$ cat config.mk
export PLATFORM = sky130hd
export DESIGN_NAME = draw_rect_bounce
export DESIGN_NICKNAME = d
export VERILOG_FILES = /design/src/rtl/draw_rect_bounce.sv
export SDC_FILE = /design/constraint.sdc
export NUM_CORES = 1
export LEC_CHECK = 0
export ABC_AREA = 1
export CAP_MARGIN = 20
export CORE_ASPECT_RATIO = 0.5
export CORE_MARGIN = 3
export CORE_UTILIZATION = 53
export DETAILED_ROUTE_END_ITERATION = 10
export HOLD_SLACK_MARGIN = 0.05
export PLACE_DENSITY = 0.83
export SLEW_MARGIN = 20
export SYNTH_ARGS = -nofsm -noshare
export SYNTH_HDL_FRONTEND = slang
export SYNTH_SLANG_ARGS = --single-unit
$ cat constraint.sdc
create_clock -name pclk -period 2.8 [get_ports pclk]
set_input_delay 0.28 -clock pclk [delete_from_list [all_inputs] [get_ports pclk]]
set_output_delay 0.28 -clock pclk [all_outputs]
set_load 0.02 [all_outputs]
$ cat src/rtl/draw_rect_bounce.sv
// Pixel-pipeline overlay stage: re-registers VGA timing and composites a solid
// rectangle that moves a fixed step per frame and bounces off the active-area edges.
module draw_rect_bounce #(
  parameter int unsigned H_ACTIVE = 800,
  parameter int unsigned V_ACTIVE = 600,
  parameter int unsigned RECT_W   = 64,
  parameter int unsigned RECT_H   = 48,
  parameter int unsigned STEP     = 2,
  parameter int unsigned X_INIT   = 0,
  parameter int unsigned Y_INIT   = 0,
  parameter logic [11:0] RECT_RGB = 12'hf0f
) (
  input  logic        pclk,
  input  logic        rst,
  input  logic        enable,
  input  logic [10:0] hcount_in,
  input  logic [10:0] vcount_in,
  input  logic        hsync_in,
  input  logic        vsync_in,
  input  logic        hblnk_in,
  input  logic        vblnk_in,
  input  logic [11:0] rgb_in,
  output logic [10:0] hcount_out,
  output logic [10:0] vcount_out,
  output logic        hsync_out,
  output logic        vsync_out,
  output logic        hblnk_out,
  output logic        vblnk_out,
  output logic [11:0] rgb_out,
  output logic        frame_tick
);

  typedef enum logic [1:0] {RIGHT_DOWN, RIGHT_UP, LEFT_DOWN, LEFT_UP} dir_t;

  dir_t        r_state, w_state_nxt;
  logic [10:0] r_x, r_y, w_x_nxt, w_y_nxt;
  logic        w_right, w_down, w_right_nxt, w_down_nxt;
  logic        r_vblnk_q, w_update;
  logic [10:0] r_hcount, r_vcount;
  logic        r_hsync, r_vsync, r_hblnk, r_vblnk, r_tick;
  logic [11:0] r_rgb, w_rgb;
  logic        w_in_x, w_in_y;

  // Vblank rising edge; r_vblnk_q resets high so a release inside vblank is not an edge.
  assign w_update = vblnk_in & ~r_vblnk_q;

  // State register (direction + position)
  always_ff @(posedge pclk or posedge rst) begin
    if (rst) begin
      r_state <= RIGHT_DOWN;
      r_x     <= 11'(X_INIT);
      r_y     <= 11'(Y_INIT);
    end else if (w_update && enable) begin
      r_state <= w_state_nxt;
      r_x     <= w_x_nxt;
      r_y     <= w_y_nxt;
    end
  end

  // Next-state: each axis steps or clamps-and-flips independently
  always_comb begin
    w_x_nxt     = r_x;
    w_y_nxt     = r_y;
    w_right_nxt = w_right;
    w_down_nxt  = w_down;
    if (w_right) begin
      if ({1'b0, r_x} + 12'(STEP) + 12'(RECT_W) >= 12'(H_ACTIVE)) begin
        w_x_nxt     = 11'(H_ACTIVE - RECT_W);
        w_right_nxt = 1'b0;
      end else begin
        w_x_nxt = r_x + 11'(STEP);
      end
    end else if (r_x <= 11'(STEP)) begin
      w_x_nxt     = '0;
      w_right_nxt = 1'b1;
    end else begin
      w_x_nxt = r_x - 11'(STEP);
    end
    if (w_down) begin
      if ({1'b0, r_y} + 12'(STEP) + 12'(RECT_H) >= 12'(V_ACTIVE)) begin
        w_y_nxt    = 11'(V_ACTIVE - RECT_H);
        w_down_nxt = 1'b0;
      end else begin
        w_y_nxt = r_y + 11'(STEP);
      end
    end else if (r_y <= 11'(STEP)) begin
      w_y_nxt    = '0;
      w_down_nxt = 1'b1;
    end else begin
      w_y_nxt = r_y - 11'(STEP);
    end
    case ({w_right_nxt, w_down_nxt})
      2'b11:   w_state_nxt = RIGHT_DOWN;
      2'b10:   w_state_nxt = RIGHT_UP;
      2'b01:   w_state_nxt = LEFT_DOWN;
      default: w_state_nxt = LEFT_UP;
    endcase
  end

  // Output decode of direction state
  always_comb begin
    w_right = (r_state == RIGHT_DOWN) || (r_state == RIGHT_UP);
    w_down  = (r_state == RIGHT_DOWN) || (r_state == LEFT_DOWN);
  end

  always_comb begin
    w_in_x = ({1'b0, hcount_in} >= {1'b0, r_x}) &&
             ({1'b0, hcount_in} <  {1'b0, r_x} + 12'(RECT_W));
    w_in_y = ({1'b0, vcount_in} >= {1'b0, r_y}) &&
             ({1'b0, vcount_in} <  {1'b0, r_y} + 12'(RECT_H));
    if (hblnk_in || vblnk_in)  w_rgb = '0;
    else if (w_in_x && w_in_y) w_rgb = RECT_RGB;
    else                       w_rgb = rgb_in;
  end

  always_ff @(posedge pclk or posedge rst) begin
    if (rst) begin
      r_hcount  <= '0;
      r_vcount  <= '0;
      r_hsync   <= 1'b0;
      r_vsync   <= 1'b0;
      r_hblnk   <= 1'b0;
      r_vblnk   <= 1'b0;
      r_rgb     <= '0;
      r_tick    <= 1'b0;
      r_vblnk_q <= 1'b1;
    end else begin
      r_hcount  <= hcount_in;
      r_vcount  <= vcount_in;
      r_hsync   <= hsync_in;
      r_vsync   <= vsync_in;
      r_hblnk   <= hblnk_in;
      r_vblnk   <= vblnk_in;
      r_rgb     <= w_rgb;
      r_tick    <= w_update;
      r_vblnk_q <= vblnk_in;
    end
  end

  assign hcount_out = r_hcount;
  assign vcount_out = r_vcount;
  assign hsync_out  = r_hsync;
  assign vsync_out  = r_vsync;
  assign hblnk_out  = r_hblnk;
  assign vblnk_out  = r_vblnk;
  assign rgb_out    = r_rgb;
  assign frame_tick = r_tick;

endmodule
==> results of run 1 <==
==> synth_stat cells, types with 2 or more instances <==
cell type,number,share of area
a21oi_1,36,0.042
nand3_1,32,0.037
inv_1,57,0.049
buf_2,3,0.0035
nand4_1,18,0.026
nand3b_1,2,0.0035
o21ai_0,12,0.014
buf_6,2,0.0052
nor3_1,5,0.0058
nand2_2,9,0.013
nor2_1,41,0.035
nor2_2,10,0.014
ha_1,42,0.12
inv_2,13,0.011
nand2_1,118,0.10
o21ai_2,2,0.0040
nand3_2,3,0.0069
o21ai_1,5,0.0058
o211ai_1,2,0.0035
nor2_4,3,0.0078
xor2_1,30,0.061
buf_4,6,0.010
a31oi_1,3,0.0043
clkbuf_1,3,0.0026
o21a_1,2,0.0035
nand3_4,3,0.012
a21boi_1,9,0.016
dfrtp_1,61,0.35
==> worst max-delay path by stage <==
stage	depth (start not counted)	end	slack [ns]	start
6_report	12	rgb_out[6]$_DFF_PP0_	0.35	r_y[6]$_DFFE_PP0P_
5_1_grt	14	rgb_out[7]$_DFF_PP0_	0.1	r_y[5]$_DFFE_PP0P_
4_1_cts	14	rgb_out[6]$_DFF_PP0_	0.36	r_y[4]$_DFFE_PP0P_
3_5_place_dp	14	rgb_out[6]$_DFF_PP0_	0.38	r_y[4]$_DFFE_PP0P_
3_3_place_gp	14	rgb_out[6]$_DFF_PP0_	0.45	r_y[4]$_DFFE_PP0P_
2_1_floorplan	14	rgb_out[4]$_DFF_PP0_	0.66	r_y[4]$_DFFE_PP0P_
==> registers in the layout, indices dropped and copies added, names as in the netlist <==
signal and cells:
vcount_out 11, vsync_out 1, r_state 2, r_vblnk_q 1, r_y 10, vblnk_out 1
frame_tick 1, hcount_out 11, hsync_out 1, r_x 10, rgb_out 12, hblnk_out 1
==> through the flow <==
step / std cells / utilization / worst slack, ns / total power [mW]
after floorplan: 543 / - / 0.657 / 3.15
after global placement: 719 / 0.681 / 0.452 / 3.63
after detailed placement: 719 / 0.681 / 0.380 / 3.69
after CTS: 735 / 0.715 / 0.362 / 4.70
after global routing: 735 / 0.715 / 0.0977 / 5.12
final: 735 / 0.715 / 0.351 / 4.71
==> layer usage <==
layer,vias to the layer above,track usage,wire (um)
li1,1932,-,-
met1,1814,0.302,4660
met2,143,0.389,5050
met3,12,0.0633,746
met4,0,0.0639,110
met5,-,0,0
==> power groups by stage <==
stage	clock (mW)	sequential, mW	combinational [mW]
after global placement	0	1.35	2.28
final	0.976	1.35	2.38
after floorplan	0	1.22	1.93
after CTS	0.999	1.34	2.36
after global routing	1.05	1.37	2.70
after detailed placement	0	1.36	2.34
==> layout make-up <==
type                       count  area, sq um  area share
sequential                    62         1550       0.285
timing repair buffer          83          821       0.150
clock inverter                 5         27.5     0.00505
tap                          108          135      0.0248
inverter                      70          263      0.0482
multi-input combinational    396         2420       0.444
clock buffer                  11          233      0.0427
==> cell families after synthesis <==
logic type,Yosys count,share of synthesized area
flip-flops,62,0.358
AND/OR/NAND/NOR,249,0.277
buffers and inverters,85,0.0834
AO/OA/AOI/OAI,74,0.0981
XOR/XNOR,31,0.0626
adder cells (fa/ha/maj),42,0.121
==> flow_summary.toml, run 1 <==
[run_status]
status = "finished clean"

[sta]
rsz0062_at_grt = "no"
final.period_utilization = 0.875
min_period_ns = 2.45
max_slew_margin = 0.636
tightest_slew_ns = 0.545
finalSetupViolations = 0
slew_violations = 0
max_freq_mhz = 408
setup_tns_ns = 0
clock_skew_ns = 0.00552
finalHoldViolations = 0
holdWs_ns = 0.323

[synth]
yosys_warnings = 0
synth_nets = 626
synth_edf_count = 0
synth-main-ff-cell = "dfrtp_1"
syn_inst = 543
async_reset_ff_frac = 1.00
synth_area_sq_um = 4340
synth.avg_cell_area_sq_um = 7.99
ys_ff_latch = 62
synth_seq_area_share = 0.358
yosysUniqueCellTypes = 39

[routing]
via_per_inst = 5.31
drtIter0Drc = 261
routed_wl_um = 10600
vias = 3901
routedWlPerCell_um = 14.4
drc = 0
first_pass_iters = 4
ant_nets = 0

[power_and_ir_drop]
vdd_drop_max_mv = 0.429
combPwrFrac = 0.506
intPower_mw = 2.55
p_sw_frac = 0.458
cellLeakagePower_nw = 2.68
power.switching_mw = 2.15
power_frac_clock = 0.207
seq_power_share = 0.287
p_per_area_nw_per_um2 = 863

[finish]
final_layout_size_suffix_gt1_frac = 0.108
layout.nets = 705
fillCellCount = 608
syn_to_final_growth_pct = 25.8
layout_common_cells = "nand2_1, clkdlybuf4s50_1, dfrtp_1"
layout_commonest_cell = "nand2_1"
antennaDiodeCount = 0
postLayoutCellArea_sq_um = 5460

[critical_path]
reg2reg_from = "r_y[6]$_DFFE_PP0P_"
worstRegToRegCells = 12
cp_slowest_cell = "dfrtp_1"
crit_type = "register to register"
start_kind = "register"
arrival_ns = 2.67
r2r_slack_ns = 0.35
cp_top_family = "simple AND/OR/NAND/NOR gates"
r2r-end = "rgb_out[6]$_DFF_PP0_"
path_cells = "inv_2 > nor2_1 > o21ai_0 > xor2_1 > ha_1 > a21oi_1 > nand3b_1 > nand3_1 > nor2_2 > nand3_4 > inv_2 > nor2_1"
end_kind = "register"
slowest_delay_ns = 0.54
cp_num_buf_inv = 2
cp.required_ns = 3.02
crit_fanout = 9

[global_route]
grt_pass1_wl_um = 17700
grt_pass1_vias = 3753
grt_usage = 0.234
antenna_found_initial = 0
overflow = 0
grt_max_degree = 26

[cts]
clk_pin_slew_worst_paths_ns = 0.05
numCtsBuffers = 9
ctsHtreeMaxLevel = 3
cts_sinks = 62
hold_buffers = 0
cts_root_buf = "clkbuf_16"
clockBufferDepth = 2
cts_setup_buffers = 0
cts.repair.resized = 0
clock_latency_ns = 0.33
cts_tree = "done"

[job]
cap_violations = 0

[die]
die_x_um = 134
fp.coreArea_sq_um = 7620
fp-row-count = 22
initial_utilization = 0.569
fp.dieH_um = 70.0
fp.dieArea_sq_um = 9370
boundaryPins = 80

[hold_path]
worstHoldPathType = "input port to async pin"

[placed_design]
gp_congestion = 0.979
dp_hpwl_um = 8200
place_area_sq_um = 5190
port_buffers = 79
Note: power is estimated with default switching activity, not from simulation.
==> run 2: changes to the inputs <==
- MAX_ROUTING_LAYER: not set -> met4
==> run 2 against run 1 <==
  * Die area is the same
  * Count of clock-buffer cells in the layout shrank 1
  * Flip-flop and latch count is the same
  * Clock power grew 42%
  * Final cell count is the same
  * Largest power group unchanged
  * Non-clock buffer count is the same
  * Cell area grew 2.0%
  * Hold slack lost 0.017 ns
  * Global-route usage grew 1.6 points
==> flow_summary.toml, run 2 (synthesis gave the netlist of run 1 again) <==
[run_status]
status = "finished clean"

[routing]
met2_length_um = 4960
drc = 0
vias = 3857
first_pass_iters = 4
met3_length_um = 811
via_per_inst = 5.25
routed_wl_um = 10600
routedWlPerCell_um = 14.4
top_layer = "met4"
wl_met1_um = 4630
ant_nets = 0
drtIter0Drc = 212

[critical_path]
end_kind = "register"
worstRegToRegCells = 14
crit_fanout = 10
r2r_slack_ns = 0.29
critPathLaunch = "r_y[4]$_DFFE_PP0P_"
r2r-end = "rgb_out[5]$_DFF_PP0_"
worstSetupEndpoint = "rgb_out[5]$_DFF_PP0_"
cp.required_ns = 3.02
start_kind = "register"
reg2reg_from = "r_y[4]$_DFFE_PP0P_"
arrival_ns = 2.73
crit_type = "register to register"

[finish]
layout_commonest_cell = "nand2_1"
syn_to_final_growth_pct = 28.3
post-route-util = 0.730
layout.nets = 705
largest_register_ffs = 12
layout_common_cells = "nand2_1, clkdlybuf4s50_1, dfrtp_1"
antennaDiodeCount = 0
postLayoutCellArea_sq_um = 5570
final_layout_size_suffix_gt1_frac = 0.112

[sta]
finalHoldViolations = 0
clock_skew_ns = 0.00702
setup_tns_ns = 0
max_freq_mhz = 399
slew_violations = 0
min_period_ns = 2.51
holdWs_ns = 0.305
max_slew_margin = 0.646
tightest_slew_ns = 0.530
rsz0062_at_grt = "no"
finalSetupViolations = 0
final.period_utilization = 0.895

[placed_design]
place_area_sq_um = 5190
dp_hpwl_um = 8200
port_buffers = 79
gp_congestion = 1.00

[die]
fp.dieArea_sq_um = 9370
fp-row-count = 22
initial_utilization = 0.569
die_x_um = 134
fp.coreArea_sq_um = 7620
boundaryPins = 80
fp.dieH_um = 70.0

[power_and_ir_drop]
total_power_mw = 5.13
p_per_area_nw_per_um2 = 922
vdd_drop_max_mv = 0.384
cellLeakagePower_nw = 2.73

[cts]
cts_root_buf = "clkbuf_16"
cts_sinks = 62
ctsHtreeMaxLevel = 3
numCtsBuffers = 9
cts.repair.resized = 0
hold_buffers = 0
cts_setup_buffers = 0
cts_tree = "done"
clk_pin_slew_worst_paths_ns = 0.06
clockBufferDepth = 2
clock_latency_ns = 0.34

[global_route]
grt_max_degree = 26
grt_usage = 0.250
grt_pass1_wl_um = 18300
grt_pass1_vias = 3857
overflow = 0
antenna_found_initial = 0

[job]
cap_violations = 0

[hold_path]
worstHoldPathType = "input port to async pin"
## run 2: cell count changes in the layout (fill, tap and decap cells not counted), sizes merged
cell    change
clkinv      -3
bufinv      +4
clkbuf      -1
## run 2: worst min-delay path by stage
stage                   startpoint                      end  slack (ns)  cells past startpoint
3_3_place_gp   r_vblnk_q$_DFF_PP1_     frame_tick$_DFF_PP0_        0.50                      1
5_1_grt                        rst  vcount_out[2]$_DFF_PP0_        0.36                      2
2_1_floorplan             vblnk_in      r_vblnk_q$_DFF_PP1_        0.28                      0
6_report                       rst  vcount_out[2]$_DFF_PP0_        0.31                      2
3_5_place_dp   r_vblnk_q$_DFF_PP1_     frame_tick$_DFF_PP0_        0.52                      1
4_1_cts                        rst  vcount_out[2]$_DFF_PP0_        0.32                      2
## run 2: final cells by class
class,instances,area [sq um]
Timing Repair Buffer,83,821
Clock inverter,6,133
Fill cell,582,2060
Multi-Input combinational cell,396,2420
Sequential cell,62,1550
Tap cell,108,135
Inverter,70,263
Clock buffer,10,239
## run 2: metrics by stage
step / setup WS (ns) / std cells
finish: 0.294 / 735
detailed placement: 0.374 / 719
global placement: 0.450 / 719
floorplan: 0.657 / 543
global route: 0.107 / 735
CTS: 0.307 / 735
## run 2: worst max-delay path: stages (launching register included)
cell     delay (ns)
dfrtp_1        0.51
inv_2          0.17
ha_1           0.31
inv_1          0.09
nand3_1        0.12
xor2_1         0.18
ha_1           0.28
nand2_1        0.06
inv_1          0.05
nand4_1        0.08
nand3_1        0.11
nor2_2         0.15
nand3_4        0.14
inv_2          0.11
nor2_1         0.04
## run 2: routing by layer
layer,global-route usage,vias to the layer above
li1,-,1930
met1,0.304,1780
met2,0.404,129
met3,0.0763,18
met4,0.0741,0
met5,-,-
## run 2: where the power goes
group	total [mW]	switching, mW	internal (mW)
combinational	2.39	1.48	0.910
clock	1.39	0.406	0.981
sequential	1.36	0.301	1.05
